File: src/rtl/tx_ltssm_link_training.sv
// Transmit-side LTSSM substate engine for Detect and Polling: runs receiver detection,
// requests TS1/TS2 ordered sets and reports substate completion back to mainLTSSM.
module tx_ltssm_link_training #(
  parameter int unsigned DETECT_QUIET_CYCLES = 1000,
  parameter int unsigned POLL_TIMEOUT_CYCLES = 24000,
  parameter int unsigned POLL_ACTIVE_TS1     = 1024,
  parameter int unsigned POLL_CFG_TS2_AFTER  = 16,
  parameter int unsigned TIMER_W             = 24
) (
  input  logic       clk,
  input  logic       reset,
  input  logic [3:0] substate,
  input  logic       rxDetectDone,
  input  logic [4:0] rxDetectLanes,
  input  logic       rxTs1Seen,
  input  logic       rxTs2Seen,
  input  logic       osReady,
  output logic       osValid,
  output logic [1:0] osType,
  output logic       rxDetectReq,
  output logic [4:0] numberOfDetectedLanes,
  output logic       writeNumberOfDetectedLanes,
  output logic       finishTx,
  output logic [3:0] gotoTx
);

  localparam int unsigned SUB_W   = 4;
  localparam int unsigned LANE_W  = 5;
  localparam int unsigned TSCNT_W = 11;
  localparam int unsigned OS_W    = 2;

  typedef enum logic [SUB_W-1:0] {
    detectQuiet                 = 4'd0,
    detectActive                = 4'd1,
    pollingActive               = 4'd2,
    pollingConfiguration        = 4'd3,
    configurationLinkWidthStart = 4'd4
  } substate_e;

  localparam logic [OS_W-1:0] OS_NONE = 2'd0;
  localparam logic [OS_W-1:0] OS_TS1  = 2'd1;
  localparam logic [OS_W-1:0] OS_TS2  = 2'd2;

  logic [SUB_W-1:0]   substateQ;
  logic [TIMER_W-1:0] timer, timerD;
  logic [TSCNT_W-1:0] tsCount, tsCountD;
  logic               ts2Latch, ts2LatchD;
  logic               finishReg, finishD;
  logic [SUB_W-1:0]   gotoReg, gotoD;
  logic               osValidD;
  logic [OS_W-1:0]    osTypeD;
  logic               rxDetectReqD;
  logic [LANE_W-1:0]  lanesD;
  logic               writeLanesD;
  logic               entry, accept, ts1Done, ts2Done, timeout;

  assign entry   = (substate != substateQ);
  assign accept  = osValid && osReady;
  assign ts1Done = (tsCount >= TSCNT_W'(POLL_ACTIVE_TS1)) && rxTs1Seen;
  assign ts2Done = ts2Latch && (tsCount >= TSCNT_W'(POLL_CFG_TS2_AFTER));
  assign timeout = (timer == TIMER_W'(POLL_TIMEOUT_CYCLES - 1));

  // A finish raised for the old substate is hidden in the cycle mainLTSSM moves on.
  assign finishTx = !reset && finishReg && !entry;
  assign gotoTx   = reset ? '0 : (finishTx ? gotoReg : substate);

  always_ff @(posedge clk or posedge reset) begin
    if (reset) begin
      substateQ                  <= detectQuiet;
      timer                      <= '0;
      tsCount                    <= '0;
      ts2Latch                   <= 1'b0;
      finishReg                  <= 1'b0;
      gotoReg                    <= '0;
      osValid                    <= 1'b0;
      osType                     <= OS_NONE;
      rxDetectReq                <= 1'b0;
      numberOfDetectedLanes      <= '0;
      writeNumberOfDetectedLanes <= 1'b0;
    end else begin
      substateQ                  <= substate;
      timer                      <= timerD;
      tsCount                    <= tsCountD;
      ts2Latch                   <= ts2LatchD;
      finishReg                  <= finishD;
      gotoReg                    <= gotoD;
      osValid                    <= osValidD;
      osType                     <= osTypeD;
      rxDetectReq                <= rxDetectReqD;
      numberOfDetectedLanes      <= lanesD;
      writeNumberOfDetectedLanes <= writeLanesD;
    end
  end

  always_comb begin
    timerD       = timer;
    tsCountD     = tsCount;
    ts2LatchD    = ts2Latch;
    finishD      = finishReg;
    gotoD        = gotoReg;
    osValidD     = osValid;
    osTypeD      = osType;
    rxDetectReqD = 1'b0;
    lanesD       = numberOfDetectedLanes;
    writeLanesD  = 1'b0;

    if (entry) begin
      // Entry wins over any exit condition of the substate being left.
      timerD       = '0;
      tsCountD     = '0;
      ts2LatchD    = 1'b0;
      finishD      = 1'b0;
      gotoD        = '0;
      osValidD     = (substate == pollingActive) || (substate == pollingConfiguration);
      osTypeD      = (substate == pollingActive)        ? OS_TS1 :
                     (substate == pollingConfiguration) ? OS_TS2 : OS_NONE;
      rxDetectReqD = (substate == detectActive);
    end else begin
      if (substateQ <= pollingConfiguration) begin
        if (timer != {TIMER_W{1'b1}}) timerD = timer + TIMER_W'(1);
      end else begin
        timerD = '0;
      end
      if (accept && (tsCount != {TSCNT_W{1'b1}})) tsCountD = tsCount + TSCNT_W'(1);

      case (substateQ)
        detectQuiet: begin
          if (!finishReg && (timer == TIMER_W'(DETECT_QUIET_CYCLES - 1))) begin
            finishD = 1'b1;
            gotoD   = detectActive;
          end
        end
        detectActive: begin
          if (!finishReg && rxDetectDone) begin
            lanesD      = rxDetectLanes;
            writeLanesD = 1'b1;
            finishD     = 1'b1;
            gotoD       = (rxDetectLanes != '0) ? pollingActive : detectQuiet;
          end
        end
        pollingActive: begin
          if (!finishReg && (ts1Done || timeout)) begin
            finishD = 1'b1;
            gotoD   = ts1Done ? pollingConfiguration : detectQuiet;
          end
        end
        pollingConfiguration: begin
          // TS2 counting restarts with the cycle rxTs2Seen is first observed.
          if (!ts2Latch && rxTs2Seen) begin
            ts2LatchD = 1'b1;
            tsCountD  = accept ? TSCNT_W'(1) : '0;
          end
          if (!finishReg && (ts2Done || timeout)) begin
            finishD = 1'b1;
            gotoD   = ts2Done ? configurationLinkWidthStart : detectQuiet;
          end
        end
        default: ;
      endcase
    end
  end

endmodule

File: config.mk
export PLATFORM = sky130hd
export DESIGN_NAME = tx_ltssm_link_training
export DESIGN_NICKNAME = d
export VERILOG_FILES = /design/src/rtl/tx_ltssm_link_training.sv
export SDC_FILE = /design/constraint.sdc
export NUM_CORES = 1
export LEC_CHECK = 0
export CORE_ASPECT_RATIO = 1.1
export CORE_MARGIN = 3
export CORE_UTILIZATION = 42
export DETAILED_ROUTE_END_ITERATION = 8
export SLEW_MARGIN = 10
export SYNTH_ARGS = -nofsm -noshare
export SYNTH_HDL_FRONTEND = slang
export SYNTH_SLANG_ARGS = --single-unit
File: constraint.sdc
create_clock -name clk -period 3.55 [get_ports clk]
set_clock_uncertainty 0.2 [all_clocks]
set_input_delay 0.71 -clock clk [delete_from_list [all_inputs] [get_ports clk]]
set_output_delay 0.71 -clock clk [all_outputs]
set_load 0.005 [all_outputs]
After elaboration in Yosys (flattened, before gate mapping):

Index checks and enable logic that the tools add are counted.

* $add $sub $neg: 2
* multiply operators: 0
* divide/modulo/power cells: 0
* order comparisons: 3
* eq/ne operators: 16
* shift operators: 0
* mux-type cells: 34
* bitwise operators: 1
* reduce and logical (&&, ||, !) cells: 26

Operators with widths (number)
* $mux 24: 3
* $mux 11: 4
* $mux 4: 7
* $add 24x1->24 const B: 1
* $eq 24x10->1 const B: 1
* $eq 24x15->1 const B: 1
* $ne 24x24->1 const B: 1
* $eq 4x2->1 const B: 4
* $pmux 4 s4: 1
* $mux 1: 13
* $ne 3x3->1 const B: 4
* $add 11x1->11 const B: 1
* $ge 11x11->1 const B: 1
* $ge 11x5->1 const B: 1
* $logic_and 1x1->1: 11
* $ne 11x11->1 const B: 1
* $reduce_bool 5->1: 2
* $eq 4x1->1 const B: 2
* $mux 2: 4
* $reduce_and 5->1: 1
* $le 4x2->1 const B: 1
* $logic_not 1->1: 4
* $logic_not 4->1: 1
* $ne 4x4->1: 1
* other kinds (8): 11

* bits in registers: 55
* latch bits: 0
* bits in writable memories: 0
* ROM bits: 0
* bits of input ports: 15
* output and inout port bits: 15
* word-level logic and storage cells: 93
* memories kept: 0

Logic depth before layout (Yosys ltp):

Gate-level depths: netlist of the first run.

* word-level depth: 7
* gate-level depth with buffers: 7
* mapped depth without buffers: 6

Worst setup path before layout of the first run:

OpenSTA, ideal clock, no wires.

* path type: input to output
* from: input reset
* to: output gotoTx[3]
* arrival: 2.168 ns
* required time: 2.640 ns
* setup slack: 0.472 ns
* cell stages on the path: 2
* path buffers: 0
* cell sequence: inv_1 > and3_1

* cells in the longest elaborated chain, start to end: 5

RTL lines
* start, declared: line 11 `input logic reset,`
* $logic_not 1->1 (no line)
* $logic_and 1x1->1 (2 in a row): line 64 `assign finishTx = !reset && finishReg && !entry;`
* $mux 4: line 65 `assign gotoTx = reset ? '0 : (finishTx ? gotoReg : substate);`
* $mux 4 (*): line 65
* end, declared: line 24 `output logic [3:0] gotoTx`

Every way passes the cells marked *; elsewhere a longest branch is shown, timed or not.

Final worst setup path of the first run:

* from: input substate[3]
* to: output gotoTx[1]

* cells in the longest elaborated chain, start to end: 5

RTL lines
* start, declared: line 12 `input logic [3:0] substate,`
* $ne 4x4->1: line 57 `assign entry = (substate != substateQ);`
* $logic_not 1->1: line 64
* $logic_and 1x1->1: line 64
* $mux 4 (2 in a row): line 65

No other way between the ends.

==> results.py, run 1 <==
metrics = {
    "grt": {
        "grt_pass1_wl_um": 11000,
        "grt_start_max_net_pins": 55,
        "antenna_found_initial": 0,
        "grt_usage_pct": 16.9,
        "grt_pass1_vias": 2304,
        "grt_overflow": 0,
    },
    "sta": {
        "setup_ws_ps": 122,
        "setup_tns_ps": 0,
        "drv_slew": 0,
        "hold_violations": 0,
        "slew_headroom_pct": 56.0,
        "setup_viol": 0,
        "grt_setup_unrepaired": "no",
        "fin_crit_ps": 3430,
        "tightest_slew_ps": 660,
        "fmax_mhz": 292,
        "period_share_pct": 96.6,
    },
    "worst_setup_path": {
        "critical_path.startpoint": "substate[3]",
        "startpoint_type": "input pin",
        "cp.arrival_ps": 2520,
        "r2r_setup_slack_ps": 1250,
        "end_kind": "primary output",
        "critPathMaxStageDelay_ps": 520,
        "crit_end": "gotoTx[1]",
        "r2r_end": "timer[1]",
        "r2r-start": "timer[0]",
        "cp_num_buf_inv": 3,
        "path_depth": 7,
        "reg2reg_depth": 6,
        "crit_chain": "clkdlybuf4s50_1 > xor2_1 > nor4_4 > buf_4 > nand3_1 > a21oi_1 > clkdlybuf4s50_1",
        "slowest_stage": "clkdlybuf4s50_1",
        "crit_path_max_fanout": 4,
        "crit_family": "buffers and inverters",
        "crit_top_cell": "clkdlybuf4s50_1",
        "critPathKind": "in -> out",
        "required_ps": 2640,
    },
    "layout": {
        "regArea_um2": 1350,
        "layout.nets": 359,
        "layout_common_cells": "54 x dfrtp_1, 27 x nor2_1, 26 x nand2_1, 26 x clkdlybuf4s50_1, 20 x a21oi_1",
        "final_common_cell": "dfrtp_1",
        "final.fill_count": 637,
        "drive_gt1_share_pct": 11.4,
        "multi_input_area_um2": 1500,
        "antenna_cells": 0,
        "area_growth_syn_to_layout_pct": 18.5,
    },
    "route": {
        "viasPerCell": 5.68,
        "drtIter0Drc": 84,
        "drt-wirelength-per-cell_um": 15.2,
        "drc": 0,
        "wl_um": 6450,
        "final_antenna_net_count": 0,
        "first_pass_iters": 4,
        "dr_total_vias": 2413,
    },
    "yosys": {
        "ys_ff_latch": 54,
        "synth_area_um2": 2910,
        "synthAdderAreaFrac_pct": 0.859,
        "synth_top_family_by_area": "simple AND/OR/NAND/NOR gates",
        "yosys.area_share.simple_pct": 28.5,
        "syn_inst": 306,
        "synth-main-ff-cell": "dfrtp_1",
        "synthMuxAreaShare_pct": 3.35,
        "synth_edf_count": 0,
        "synth-seq-area-share_pct": 46.4,
        "synth_nets": 323,
        "synth_compound_area_share_pct": 13.0,
        "ys.warnings.count": 0,
        "synth-xor-area-share_pct": 5.11,
        "avgSynthCellArea_um2": 9.52,
        "synthArstFlopShare_pct": 100,
        "synth.distinct_cells": 53,
    },
    "die": {
        "die_area_um2": 7970,
        "chipHeight_um": 93.3,
        "rows": 31,
        "pin_count": 30,
        "initial_core_util_pct": 43.7,
        "dieWidth_um": 85.4,
        "coreArea_um2": 6670,
    },
    "power_and_ir_drop": {
        "ir_worst_vdd_mv": 0.142,
        "power_leakage_nw": 1.39,
        "power_density_nw_per_um2": 316,
    },
    "run_status": {
        "status": "finished, final reports clean",
    },
    "placed_design": {
        "io_buffers": 29,
        "dp_slack_ps": 23.8,
        "place_hpwl_um": 4690,
        "place_congestion": 0.841,
    },
    "job": {
        "maxCapViolations": 0,
    },
    "clock_tree": {
        "clock_path_buffers": 2,
        "numCtsBuffers": 5,
        "h-tree-depth": 2,
        "tritoncts": "done",
        "clk_latency_ps": 320,
        "cts_sinks": 54,
        "hold_buffers": 0,
        "clk_pin_slew_ps": 110,
        "cts_root_buf": "clkbuf_8",
    },
    "min_path": {
        "hp-class": "reg -> reg",
        "worstHoldStart": "osType[0]",
    },
}
[final cells by class]
class	instances	share of cell area, %
Tap cell	82	2.97
Timing Repair Buffer	38	10.6
Clock buffer	5	1.99
Multi-Input combinational cell	234	43.5
Sequential cell	54	39.2
Inverter	9	0.979
Clock inverter	3	0.834
[synth_stat cells, drive strengths merged (4+ instances only)]
library cell   n  area (um^2)
a21oi         21          105
a31oi          4         25.0
and2          10         63.8
and3           8         50.1
and4           6         55.1
buf            6         35.0
dfrtp         54         1350
inv            9         33.8
mux2           6         67.6
nand2         27          109
nand3         14         70.1
nand4         12         90.1
nor2          27          101
nor3          11         60.1
nor4           9         71.3
o21ai         14         73.8
o31ai          6         45.0
or3            7         43.8
or4            5         37.5
xnor2          6         52.6
xor2          11         96.3
[worst min path at each step]
stage | slack, ps | to | cells after the start
after detailed placement | 280 | osType[1] | 2
after global routing | 310 | osType[0] | 2
after global placement | 260 | osType[0] | 2
after CTS | 300 | osType[1] | 2
final | 290 | osType[0] | 2
after floorplan | 260 | gotoReg[0] | 1
[routing by layer]
metal	up-vias	GRT usage, %	wire length (um)
li1	1201	-	-
met1	1167	22.4	3030
met2	39	28.1	3130
met3	6	2.73	200
met4	0	5.54	81
met5	-	0	0
[state kept, by name, summed over array words and instances (netlist names)]
| signal | cells |
|---|---|
| timer | 24 |
| tsCount | 11 |
| numberOfDetectedLanes | 5 |
| substateQ | 4 |
| gotoReg | 3 |
| osType | 2 |
| finishReg | 1 |
| osValid | 1 |
| rxDetectReq | 1 |
| ts2Latch | 1 |
| writeNumberOfDetectedLanes | 1 |
[stage by stage]
step                area (um^2)  power (mW)  util, %  cells  hold slack [ps]
floorplan                  2910       0.681        -    306              256
global placement           3330       0.734     49.9    417              262
detailed placement         3330       0.735     49.9    417              275
CTS                        3420        1.11     51.3    425              300
global route               3450        1.14     51.7    425              309
finish                     3450        1.09     51.7    425              290
[logic make-up (layout without fill, tap and decap cells)]
group / after synthesis / after routing
AND/OR/NAND/NOR: 146 / 146
AO/OA/AOI/OAI: 60 / 60
buffers and inverters: 18 / 55
multiplexers: 9 / 9
flip-flops: 54 / 54
adder cells (fa/ha/maj): 2 / 2
XOR/XNOR: 17 / 17
[timing repair]
item / in CTS / in global routing
endpoints found under the setup margin: 0 / 3
endpoints found under the hold margin: 0 / 0
setup buffers: 0 / 0
gates resized for setup: 0 / 6
[report_power, final]
group          internal [mW]  total (mW)  switching, mW
logic                 0.0456      0.0912         0.0456
clock network          0.147       0.369          0.223
registers              0.623       0.631        0.00811
[worst min-delay path: stages, from the launching register on]
cell,delay (ps)
dfrtp_1,360
nand2_1,50
o31ai_1,50
Power figures use the tool's default switching activity.
==> run 2, diff against run 1 <==
Settings changed: RECOVER_POWER set to 25.
==> run 2 against run 1 <==
  * Flip-flop and latch count did not move
  * Design area is 0.40% lower
  * Die area unchanged
  * Via count increased by 0.17%
  * Maximum frequency about the same
  * Sequential share of layout area up 0.16 points
  * Clock-buffer cell count unchanged
  * Final cell count is the same
  * Hold slack better by 1.1 ps
  * Critical path type unchanged
==> results.py, run 2 (same netlist as run 1, synthesis figures left out) <==
metrics = {
    "run_status": {
        "status": "finished, final reports clean",
    },
    "worst_setup_path": {
        "r2r_setup_slack_ps": 1250,
        "critPathKind": "in -> out",
        "crit_top_cell": "clkdlybuf4s50_1",
        "slowest_stage": "clkdlybuf4s50_1",
        "end_kind": "primary output",
        "required_ps": 2640,
        "startpoint_type": "input pin",
        "crit_family": "buffers and inverters",
        "crit_chain": "clkdlybuf4s50_1 > xor2_1 > nor4_4 > buf_4 > nand3_1 > a21oi_1 > clkdlybuf4s50_1",
        "crit_path_max_fanout": 4,
        "cp_num_buf_inv": 3,
        "cp.arrival_ps": 2520,
        "critPathMaxStageDelay_ps": 510,
    },
    "die": {
        "initial_core_util_pct": 43.7,
        "rows": 31,
        "dieWidth_um": 85.4,
        "die_area_um2": 7970,
        "chipHeight_um": 93.3,
        "coreArea_um2": 6670,
        "pin_count": 30,
    },
    "sta": {
        "fin_crit_ps": 3430,
        "slew_headroom_pct": 13.4,
        "period_share_pct": 96.5,
        "hold_violations": 0,
        "setup_viol": 0,
        "setup_tns_ps": 0,
        "drv_slew": 0,
        "grt_setup_unrepaired": "no",
        "setup_ws_ps": 125,
        "tightest_slew_ps": 1300,
        "fmax_mhz": 292,
    },
    "clock_tree": {
        "tritoncts": "done",
        "h-tree-depth": 2,
        "cts_setup_buffers": 0,
        "cts_root_buf": "clkbuf_8",
        "clk_latency_ps": 320,
        "numCtsBuffers": 5,
        "clock_path_buffers": 2,
        "hold_buffers": 0,
        "cts_sinks": 54,
        "clk_pin_slew_ps": 110,
    },
    "power_and_ir_drop": {
        "power_leakage_nw": 1.38,
        "ir_worst_vdd_mv": 0.142,
        "power_density_nw_per_um2": 317,
    },
    "route": {
        "drt-wirelength-per-cell_um": 15.1,
        "drtIter0Drc": 85,
        "dr_total_vias": 2417,
        "final_antenna_net_count": 0,
        "first_pass_iters": 4,
        "drc": 0,
        "viasPerCell": 5.69,
        "wl_um": 6440,
    },
    "layout": {
        "antenna_cells": 0,
        "multi_input_area_um2": 1500,
        "area_growth_syn_to_layout_pct": 18.0,
        "final.fill_count": 642,
        "largest_reg_flops": 24,
        "layout_common_cells": "54 x dfrtp_1, 27 x nor2_1, 26 x nand2_1",
        "top_register": "timer",
        "final_common_cell": "dfrtp_1",
        "top_regs": "timer: 24 flops, tsCount: 11 flops, numberOfDetectedLanes: 5 flops",
        "layout.nets": 359,
        "regArea_um2": 1350,
        "drive_gt1_share_pct": 10.2,
    },
    "placed_design": {
        "place_congestion": 0.841,
        "dp_slack_ps": 23.8,
        "io_buffers": 29,
        "place_hpwl_um": 4690,
    },
    "grt": {
        "antenna_found_initial": 0,
        "grt_start_max_net_pins": 55,
        "grt_usage_pct": 16.9,
        "grt_pass1_wl_um": 11000,
        "grt_pass1_vias": 2304,
        "grt_overflow": 0,
    },
    "min_path": {
        "hp-class": "reg -> reg",
    },
    "job": {
        "maxCapViolations": 0,
    },
}
==> run 2: cell types whose count changed in the layout (fill, tap and decap cells not counted) <==
cell and delta:
buf_4 -4, clkbuf_1 +3, clkbuf_2 +1, clkdlybuf4s50_1 -1, clkinv_1 +1, dlygate4sd3_1 +1, inv_2 -1
==> run 2: final timing paths <==
kind / startpoint / end / depth (start not counted)
worst max-delay path: substate[3] / gotoTx[1] / 7
min in group asynchronous: reset / tsCount[6] / 3
max in group asynchronous: reset / tsCount[3] / 3
worst min register to register: osType[0] / osType[0] / 2
worst min-delay path: osType[0] / osType[0] / 2
worst max register to register: timer[0] / timer[1] / 6
==> run 2: metal layers <==
layer	up-vias	GRT usage [%]	wire length, um
met5	-	0	0
met3	6	2.73	209
met4	0	5.54	81
li1	1203	-	-
met1	1167	22.4	3010
met2	41	28.1	3130
==> run 2: area by class of cell <==
cell class / count / area share (%)
Clock buffer: 5 / 2.00
Clock inverter: 3 / 0.837
Inverter: 9 / 0.983
Multi-Input combinational cell: 234 / 43.6
Sequential cell: 54 / 39.3
Tap cell: 82 / 2.99
Timing Repair Buffer: 38 / 10.2
==> run 2: metrics by stage <==
step / std cells / util (%) / hold slack, ps / area, um^2 / power [mW]
floorplan: 306 / - / 256 / 2910 / 0.681
detailed placement: 417 / 49.9 / 275 / 3330 / 0.735
finish: 425 / 51.5 / 291 / 3440 / 1.09
CTS: 425 / 51.3 / 300 / 3420 / 1.11
global route: 425 / 51.5 / 309 / 3440 / 1.14
global placement: 417 / 49.9 / 262 / 3330 / 0.734
==> run 2: repair_timing <==
action / CTS / global route
endpoints found under the hold margin: 0 / 0
setup endpoints to repair: 0 / 3
gates resized for setup: 0 / 6
==> run 2: power by group <==
part / switching [mW] / total, mW / internal, mW
logic: 0.0455 / 0.0890 / 0.0435
registers: 0.00814 / 0.631 / 0.623
clock network: 0.223 / 0.370 / 0.147
total: 0.277 / 1.09 / 0.813
==> run 2: worst reg2reg max path, delay by kind of cell, from the launching register on <==
kind                     cells  cell delay [ps]
AND/OR/NAND/NOR              4             1010
multiplexers                 1              240
flip-flops                   1              440
adder cells (fa/ha/maj)      1              270
